`src/rtl/pipe_ctrl_n.sv`:
```
// Pipeline controller: per-register hold/clear, memory wait/timeout FSM, replayed pending jump. Optional PIPE_CTRL_PERF_EN adds perf counters.
// Latency: all hold/clear/jump outputs are combinational from state plus live inputs (0 cycles); err_o is registered.
// Backpressure: hold_i / mem_busy_i / error lock stall the whole pipe; a jump seen while stalled is latched and issued on the first free cycle.
module pipe_ctrl_n #(
  parameter int STAGES      = 5,
  parameter int ADDR_W      = 32,
  parameter int FLUSH_DEPTH = 2,
  parameter int HAZ_STAGE   = 2,
  parameter int WAIT_MAX    = 255
) (
  input  logic              clk_100MHz,
  input  logic              arst_n,
  input  logic              hold_i,
  input  logic              mem_busy_i,
  input  logic              hazard_i,
  input  logic              jump_ena_i,
  input  logic [ADDR_W-1:0] jump_addr_i,
  output logic [STAGES-1:0] stage_hold_o,
  output logic [STAGES-1:0] stage_clr_o,
  output logic              jump_ena_o,
  output logic [ADDR_W-1:0] jump_addr_o,
  output logic              err_o
`ifdef PIPE_CTRL_PERF_EN
  ,
  output logic [31:0]       stall_cnt_o,
  output logic [31:0]       flush_cnt_o
`endif
);

  localparam int CNT_W = $clog2(WAIT_MAX + 1);
  localparam logic [CNT_W-1:0] CNT_LAST = CNT_W'(WAIT_MAX - 1);

  // Bit mask with bits lo..hi set
  function automatic logic [STAGES-1:0] range_mask(input int lo, input int hi);
    logic [STAGES-1:0] m;
    m = '0;
    for (int i = 0; i < STAGES; i++) begin
      if (i >= lo && i <= hi) m[i] = 1'b1;
    end
    return m;
  endfunction

  localparam logic [STAGES-1:0] FLUSH_MASK   = range_mask(1, FLUSH_DEPTH);
  localparam logic [STAGES-1:0] HAZ_HOLD_MSK = range_mask(0, HAZ_STAGE - 1);
  localparam logic [STAGES-1:0] HAZ_CLR_MSK  = range_mask(HAZ_STAGE, HAZ_STAGE);

  // Reject configurations whose flush or bubble position falls outside the pipe
  if (FLUSH_DEPTH < 1 || FLUSH_DEPTH > STAGES - 1) begin : g_bad_flush
    $error("pipe_ctrl_n: FLUSH_DEPTH out of range 1..STAGES-1");
  end
  if (HAZ_STAGE < 1 || HAZ_STAGE > STAGES - 1) begin : g_bad_haz
    $error("pipe_ctrl_n: HAZ_STAGE out of range 1..STAGES-1");
  end

  typedef enum logic [1:0] {
    RUN  = 2'd0,
    HALT = 2'd1,
    WAIT = 2'd2,
    ERR  = 2'd3
  } state_t;

  state_t            st;
  logic [CNT_W-1:0]  wait_cnt;
  logic              pend_v;
  logic [ADDR_W-1:0] pend_addr;
  logic              stalled;

  // Any condition that freezes the whole pipe; jumps are deferred while it holds
  assign stalled = (st == ERR) || hold_i || mem_busy_i;

  // Output priority: reset, stall, live jump, pending jump, hazard bubble
  always_comb begin
    stage_hold_o = '0;
    stage_clr_o  = '0;
    jump_ena_o   = 1'b0;
    jump_addr_o  = '0;
    if (!arst_n) begin
      stage_clr_o = '1;
    end else if (stalled) begin
      stage_hold_o = '1;
    end else if (jump_ena_i) begin
      jump_ena_o  = 1'b1;
      jump_addr_o = jump_addr_i;
      stage_clr_o = FLUSH_MASK;
    end else if (pend_v) begin
      jump_ena_o  = 1'b1;
      jump_addr_o = pend_addr;
      stage_clr_o = FLUSH_MASK;
    end else if (hazard_i) begin
      stage_hold_o = HAZ_HOLD_MSK;
      stage_clr_o  = HAZ_CLR_MSK;
    end
  end

  // Wait-state FSM: counts consecutive busy cycles, locks into ERR on timeout.
  // A hold with memory idle keeps the count so a resumed wait still times out.
  always_ff @(posedge clk_100MHz or negedge arst_n) begin
    if (!arst_n) begin
      st       <= RUN;
      wait_cnt <= '0;
      err_o    <= 1'b0;
    end else if (st != ERR) begin
      if (mem_busy_i && wait_cnt == CNT_LAST) begin
        st    <= ERR;
        err_o <= 1'b1;
      end else if (hold_i) begin
        st <= HALT;
      end else if (mem_busy_i) begin
        st <= WAIT;
      end else begin
        st <= RUN;
      end
      if (mem_busy_i) begin
        wait_cnt <= wait_cnt + CNT_W'(1);
      end else if (!hold_i) begin
        wait_cnt <= '0;
      end
    end
  end

  // Pending jump: latch newest request while stalled, drop once issued
  always_ff @(posedge clk_100MHz or negedge arst_n) begin
    if (!arst_n) begin
      pend_v    <= 1'b0;
      pend_addr <= '0;
    end else if (stalled) begin
      if (jump_ena_i) begin
        pend_v    <= 1'b1;
        pend_addr <= jump_addr_i;
      end
    end else if (jump_ena_i || pend_v) begin
      pend_v <= 1'b0;
    end
  end

`ifdef PIPE_CTRL_PERF_EN
  // Saturating stall and flush event counters
  always_ff @(posedge clk_100MHz or negedge arst_n) begin
    if (!arst_n) begin
      stall_cnt_o <= '0;
      flush_cnt_o <= '0;
    end else begin
      if ((|stage_hold_o) && stall_cnt_o != 32'hFFFF_FFFF) stall_cnt_o <= stall_cnt_o + 32'd1;
      if (jump_ena_o && flush_cnt_o != 32'hFFFF_FFFF) flush_cnt_o <= flush_cnt_o + 32'd1;
    end
  end
`endif

endmodule
```
`config.mk`:
```
export PLATFORM = sky130hd
export DESIGN_NAME = pipe_ctrl_n
export DESIGN_NICKNAME = d
export VERILOG_FILES = /design/src/rtl/pipe_ctrl_n.sv
export SDC_FILE = /design/constraint.sdc
export NUM_CORES = 1
export LEC_CHECK = 0
export ABC_CLOCK_PERIOD_IN_PS = 3100
export CAP_MARGIN = 10
export CORE_MARGIN = 10
export CORE_UTILIZATION = 25
export CTS_BUF_LIST = sky130_fd_sc_hd__clkbuf_8 sky130_fd_sc_hd__clkbuf_16
export DETAILED_ROUTE_END_ITERATION = 10
export DONT_BUFFER_PORTS = 1
export GPL_ROUTABILITY_DRIVEN = 0
export HOLD_SLACK_MARGIN = 0.03
export RECOVER_POWER = 50
export SLEW_MARGIN = 20
export SYNTH_ARGS = -nofsm -noshare
export SYNTH_HDL_FRONTEND = slang
export SYNTH_SLANG_ARGS = --single-unit
```
`constraint.sdc`:
```
create_clock -name clk_100MHz -period 3.1 [get_ports clk_100MHz]
set_clock_uncertainty 0.2 [all_clocks]
set_input_delay 0.31 -clock clk_100MHz [delete_from_list [all_inputs] [get_ports clk_100MHz]]
set_output_delay 0.31 -clock clk_100MHz [all_outputs]
set_load 0.05 [all_outputs]
```
## Yosys cells after proc, flatten, opt, wreduce, memory -nomap -nowiden

Cells that the tools add are included.

- Register bits after elaboration: 44
- Output and inout bits: 44
- Logic and storage cells: 46

- Add/sub/neg operators: 1
- Equal/unequal tests: 5
- Muxes and demuxes: 26
- Reductions and logical operators: 9

Operator list:

| kind | count |
|---|---|
| $mux W32 | 4 |
| $mux W8 | 2 |
| $mux W5 | 3 |
| $mux W2 | 6 |
| $mux W3 | 4 |
| $add A8 B1 Y8 const B | 1 |
| $eq A8 B8 Y1 const B | 1 |
| $reduce_and A2 Y1 | 4 |
| $mux W1 | 7 |
| $ne A2 B2 Y1 const B | 2 |
| $logic_or A1 B1 Y1 | 3 |
| $eq A2 B2 Y1 const B | 1 |
| $ne A2 B1 Y1 const B | 1 |
| $reduce_bool A2 Y1 | 1 |
| $logic_and A1 B1 Y1 | 1 |

## Longest topological paths before layout

- Depth after elaboration: 5
- Depth in mapped cells: 6
- Gate-level depth less buffers: 5

## Worst setup path before layout

OpenSTA, ideal clock, no wires.

- Path kind: reg-to-output
- Start point: register st[0]
- End point: output port stage_clr_o[1]
- Arrival: 2.062 ns
- Required time: 2.590 ns
- Slack: 0.528 ns
- Cell stages (with the launch flop): 4
- Cell sequence: dfrtp_1 a211o_2 clkbuf_1 o21ai_0

- Word-level cells in the longest chain between the ends: 5

RTL lines:

| element | line | source |
|---|---|---|
| start, declared | 62 | `state_t st;` |
| start signal, assigned | 99 | `st <= RUN;` |
| start signal, assigned | 104 | `st <= ERR;` |
| start signal, assigned | 107 | `st <= HALT;` |
| $eq A2 B2 Y1 | 69 | `assign stalled = (st == ERR) \|\| hold_i \|\| mem_busy_i;` |
| $logic_or A1 B1 Y1 (2 in series) | 69 |  |
| $mux W3 | 79 | `end else if (stalled) begin` |
| $mux W5 | 77 | `if (!arst_n) begin` |
| end, declared | 19 | `output logic [STAGES-1:0] stage_clr_o,` |

No other way between the ends.

## Worst setup path after layout

- Start point: register st[0]
- End point: output port jump_addr_o[11]

- Word-level cells in the longest chain between the ends: 5

RTL lines:

| element | line | source |
|---|---|---|
| $eq A2 B2 Y1 | 69 |  |
| $logic_or A1 B1 Y1 (2 in series) | 69 |  |
| $mux W32 | 79 |  |
| $mux W32 | 77 |  |
| end, declared | 21 | `output logic [ADDR_W-1:0] jump_addr_o,` |

No other way between the ends.

==> summary by stage <==
Route
The post-detailed-route DRC marker count is 0. In the routed layout, each cell is associated on average with a via count of 4.88. Across all layers, the routed design uses 1,952 vias. The mean routed wirelength per cell is 16.9 um. The length of the first detailed-routing pass in iterations is 4.

In this run the remaining antenna-violating nets after routing total 0. The total wire length after detailed routing is 6750 um. The initial detailed-routing violation count is 180.

Floorplan
Measured along the x axis, the die boundary spans 116 um. The die is 116 um tall. The core region is 0.00915 mm2. The floorplan has 35 rows. The initial utilization of the core area, before any placement, comes to 25.4%. The full die area is 0.0136 mm2. For this design the top-level I/O count stands at 82.

GRT
The pin count of the biggest net entering global routing is 45. In the global route stage, overall resource usage came out at 10.1%. The number of global-route vias before repair is 2,069. The final global-route overflow total is 0. The first-pass GRT wire length is 10,800 um. The initial antenna violation count is 0.

Setup path
The cell family contributing the most delay on the critical path is buffers and inverters. The type of the worst setup path is register to primary output. Traced cell by cell, the critical path runs through a211oi_1 > clkbuf_1 > nand2_1 > buf_4 > nor2_1 > buf_4. For this design, the slowest cell found on the critical path is dfrtp_1. The critical path launch point type is a register. The signal arrival time at the worst endpoint is 1.92 ns. Of all nets on the critical path, the largest fanout is 19. Counting buffers and inverters, the worst setup path is 6 cells deep. The largest stage delay on the critical path is 0.41 ns.

The worst setup path is captured at a primary output. The buffer and inverter count on the worst path is 3. Data on the critical path is required at its endpoint by 2.59 ns.

Measured in cells, the most critical reg-to-reg path has a length of 3. Counting stages on the worst path, the most repeated cell is buf_4.

Layout
Leaving out fill and tap cells, the most frequent cell in the layout is dfrtp_1. The final design area excluding fillers is 0.00311 mm2. Leaving out fill and tap cells, the most frequent cells in the layout are dfrtp_1, buf_4, nor2_1, dlygate4sd3_1, a22oi_1.

In the final layout, the share of cells above drive strength 1 is 28.7%. Once layout is complete, the utilization of the core stands at 34.0%. The total of fill cells in the finished design is 932. The number of antenna diodes in the final layout is 0. The final layout contains 328 nets. The post-synthesis to final-layout area growth is 33.8%.

Synth
Of the synthesized area, sequential elements account for 47.3%. The synthesized instance count is 223. The post-synthesis instance area is 0.00233 mm2. By area the synthesized netlist is led by dfrtp_1, mux2_2, a22oi_1, nor2_1, buf_6. The distinct cell type count after synthesis is 31. The number of storage elements in the synthesis netlist is 44. After synthesis, the mean cell area works out to 10.4 um2. The area share of the largest cell type after synthesis is 47.3%. The number of nets in the synthesized netlist is 263. The synthesized design spends more area on one cell type than any other, namely dfrtp_1.

For this run, the number of Yosys warnings is 0.

Clock network
In this run the post-CTS setup repair buffer count came out at 0. The clock transition at the registers of the reported paths is 0.09 ns. The clock tree from TritonCTS is yes. The later pin in the worst-skew pair is clocked with a latency of 0.29 ns.

The CTS buffer count is 5. The root cell of the clock tree is clkbuf_8. The total number of clock tree sinks is 44. The maximum level of the CTS H-tree is 2. The clock passes through at most 2 buffers.

STA
The final-report setup violation count is 0. The minimum clock period is 2.43 ns. The final setup TNS is 0 ns. Based on the critical path, the design can be clocked at up to 412 MHz. Headroom to the max-slew limit came out at -15.6%. The final cycle utilization of the critical path is 78.3%. The max-slew violation count is 1. The final hold violation count is 0.

The transition time at the pin with the least slew margin is 1.74 ns. Setup repair after global routing left no endpoint under its margin.

Placed design
The HPWL after detailed placement is 4280 um. In this run the cell area measured after placement is 0.00267 mm2. The number of buffer cells added on primary ports is 0.

Pwr
The power density over cell area is 487 mW/mm2. The analysis attributes to net switching a power of 0.000460 W. The switching share of power is 30.3%. The internal power of the cells totals 0.00106 W.

The total leakage power is 1.34 nW. Of the total power, registers draw 47.0%. The combinational share of power is 24.8%. The worst-case IR drop observed on VDD is 0.000159 V. The clock network is responsible for 28.3% of the overall power.

Run
The number of max-cap violations is 1.

Outcome
The final reports fail on capacitance limit, slew limit. The flow ran to the end, but the final reports show violations.

Worst hold path
In this run the worst hold path is classified as primary input to register. Counting instances, the worst hold path has a depth of 3.
-- flip-flops by register name, summed over array words and instances (netlist names) --
signal     flops
wait_cnt       8
err_o          1
st             2
pend_addr     32
pend_v         1
-- per-stage QoR --
step	power (W)	worst slack, ns	hold slack, ns	instances
6_report	0.00152	0.673	0.162	400
4_1_cts	0.00156	0.811	0.0926	400
5_1_grt	0.00161	0.435	0.200	400
3_3_place_gp	0.00105	0.905	-0.182	355
3_5_place_dp	0.00106	0.861	-0.183	355
2_1_floorplan	0.000999	0.528	-0.186	223
-- area by class of cell --
type	instances	area (um2)	share of cell area (%)
Sequential cell	44	1100	35.4
Multi-Input combinational cell	154	1080	34.8
Timing Repair Buffer	80	672	21.6
Tap cell	111	139	4.46
Clock buffer	5	68.8	2.21
Clock inverter	3	38.8	1.25
Inverter	3	11.3	0.362
-- synthesized netlist by cell type (all sizes together) --
cell    number
mux2i        4
a211oi       1
nand2b       4
nand2       10
nand3        2
a21oi        3
o21ai        8
a21o         1
nand4        2
a22oi       32
nor3         1
o31ai        1
a211o        1
nor4b        1
mux2        32
and2         1
clkbuf       9
ha           2
or4          1
nor4         3
or3          1
nor2b        4
buf         13
o221ai       1
inv          3
nor2        38
dfrtp       44
-- per-layer routing --
layer	part of all wire, %	track usage (%)	vias up
li1	-	-	925
met1	43	11.7	963
met2	48	17.0	60
met3	8.7	4.01	4
met4	0.49	2.67	0
met5	0	0	-
-- cell families after synthesis --
group	after synthesis	synth area share [%]
and+or+nand+nor	68	13.4
AOI/OAI and AO/OA	48	14.7
DFF	44	47.3
muxes	36	17.2
buffers and inverters	25	6.34
adders and majority gates	2	1.08
-- power groups by stage --
| stage | registers (W) | logic, W | clock network, W |
|---|---|---|---|
| CTS | 0.000712 | 0.000391 | 0.000457 |
| detailed placement | 0.000724 | 0.000335 | 0 |
| global route | 0.000726 | 0.000414 | 0.000472 |
| global placement | 0.000720 | 0.000326 | 0 |
| floorplan | 0.000710 | 0.000288 | 0 |
| finish | 0.000712 | 0.000376 | 0.000429 |
-- worst reg2reg max path: stages, from the launching register on --
cell and delay (ns):
dfrtp_1 0.41, a211o_1 0.45, nand2_2 0.63, mux2_2 0.45
-- path summary, 6_finish.rpt --
kind                                   endpoint           from  slack [ns]
max in group asynchronous          pend_addr[6]         arst_n        1.43
worst max-delay path            jump_addr_o[11]          st[0]        0.67
min in group asynchronous         pend_addr[23]         arst_n        0.57
worst min register to register    pend_addr[31]  pend_addr[31]        0.30
worst max register to register    pend_addr[30]          st[0]        0.84
worst min-delay path                     pend_v         hold_i        0.16
-- timing repair --
| item | in CTS | in global routing |
|---|---|---|
| resized for setup | 0 | 0 |
| hold endpoints to repair | 82 | 0 |
| hold buffers | 37 | 0 |
(Power assumes the default switching activity.)
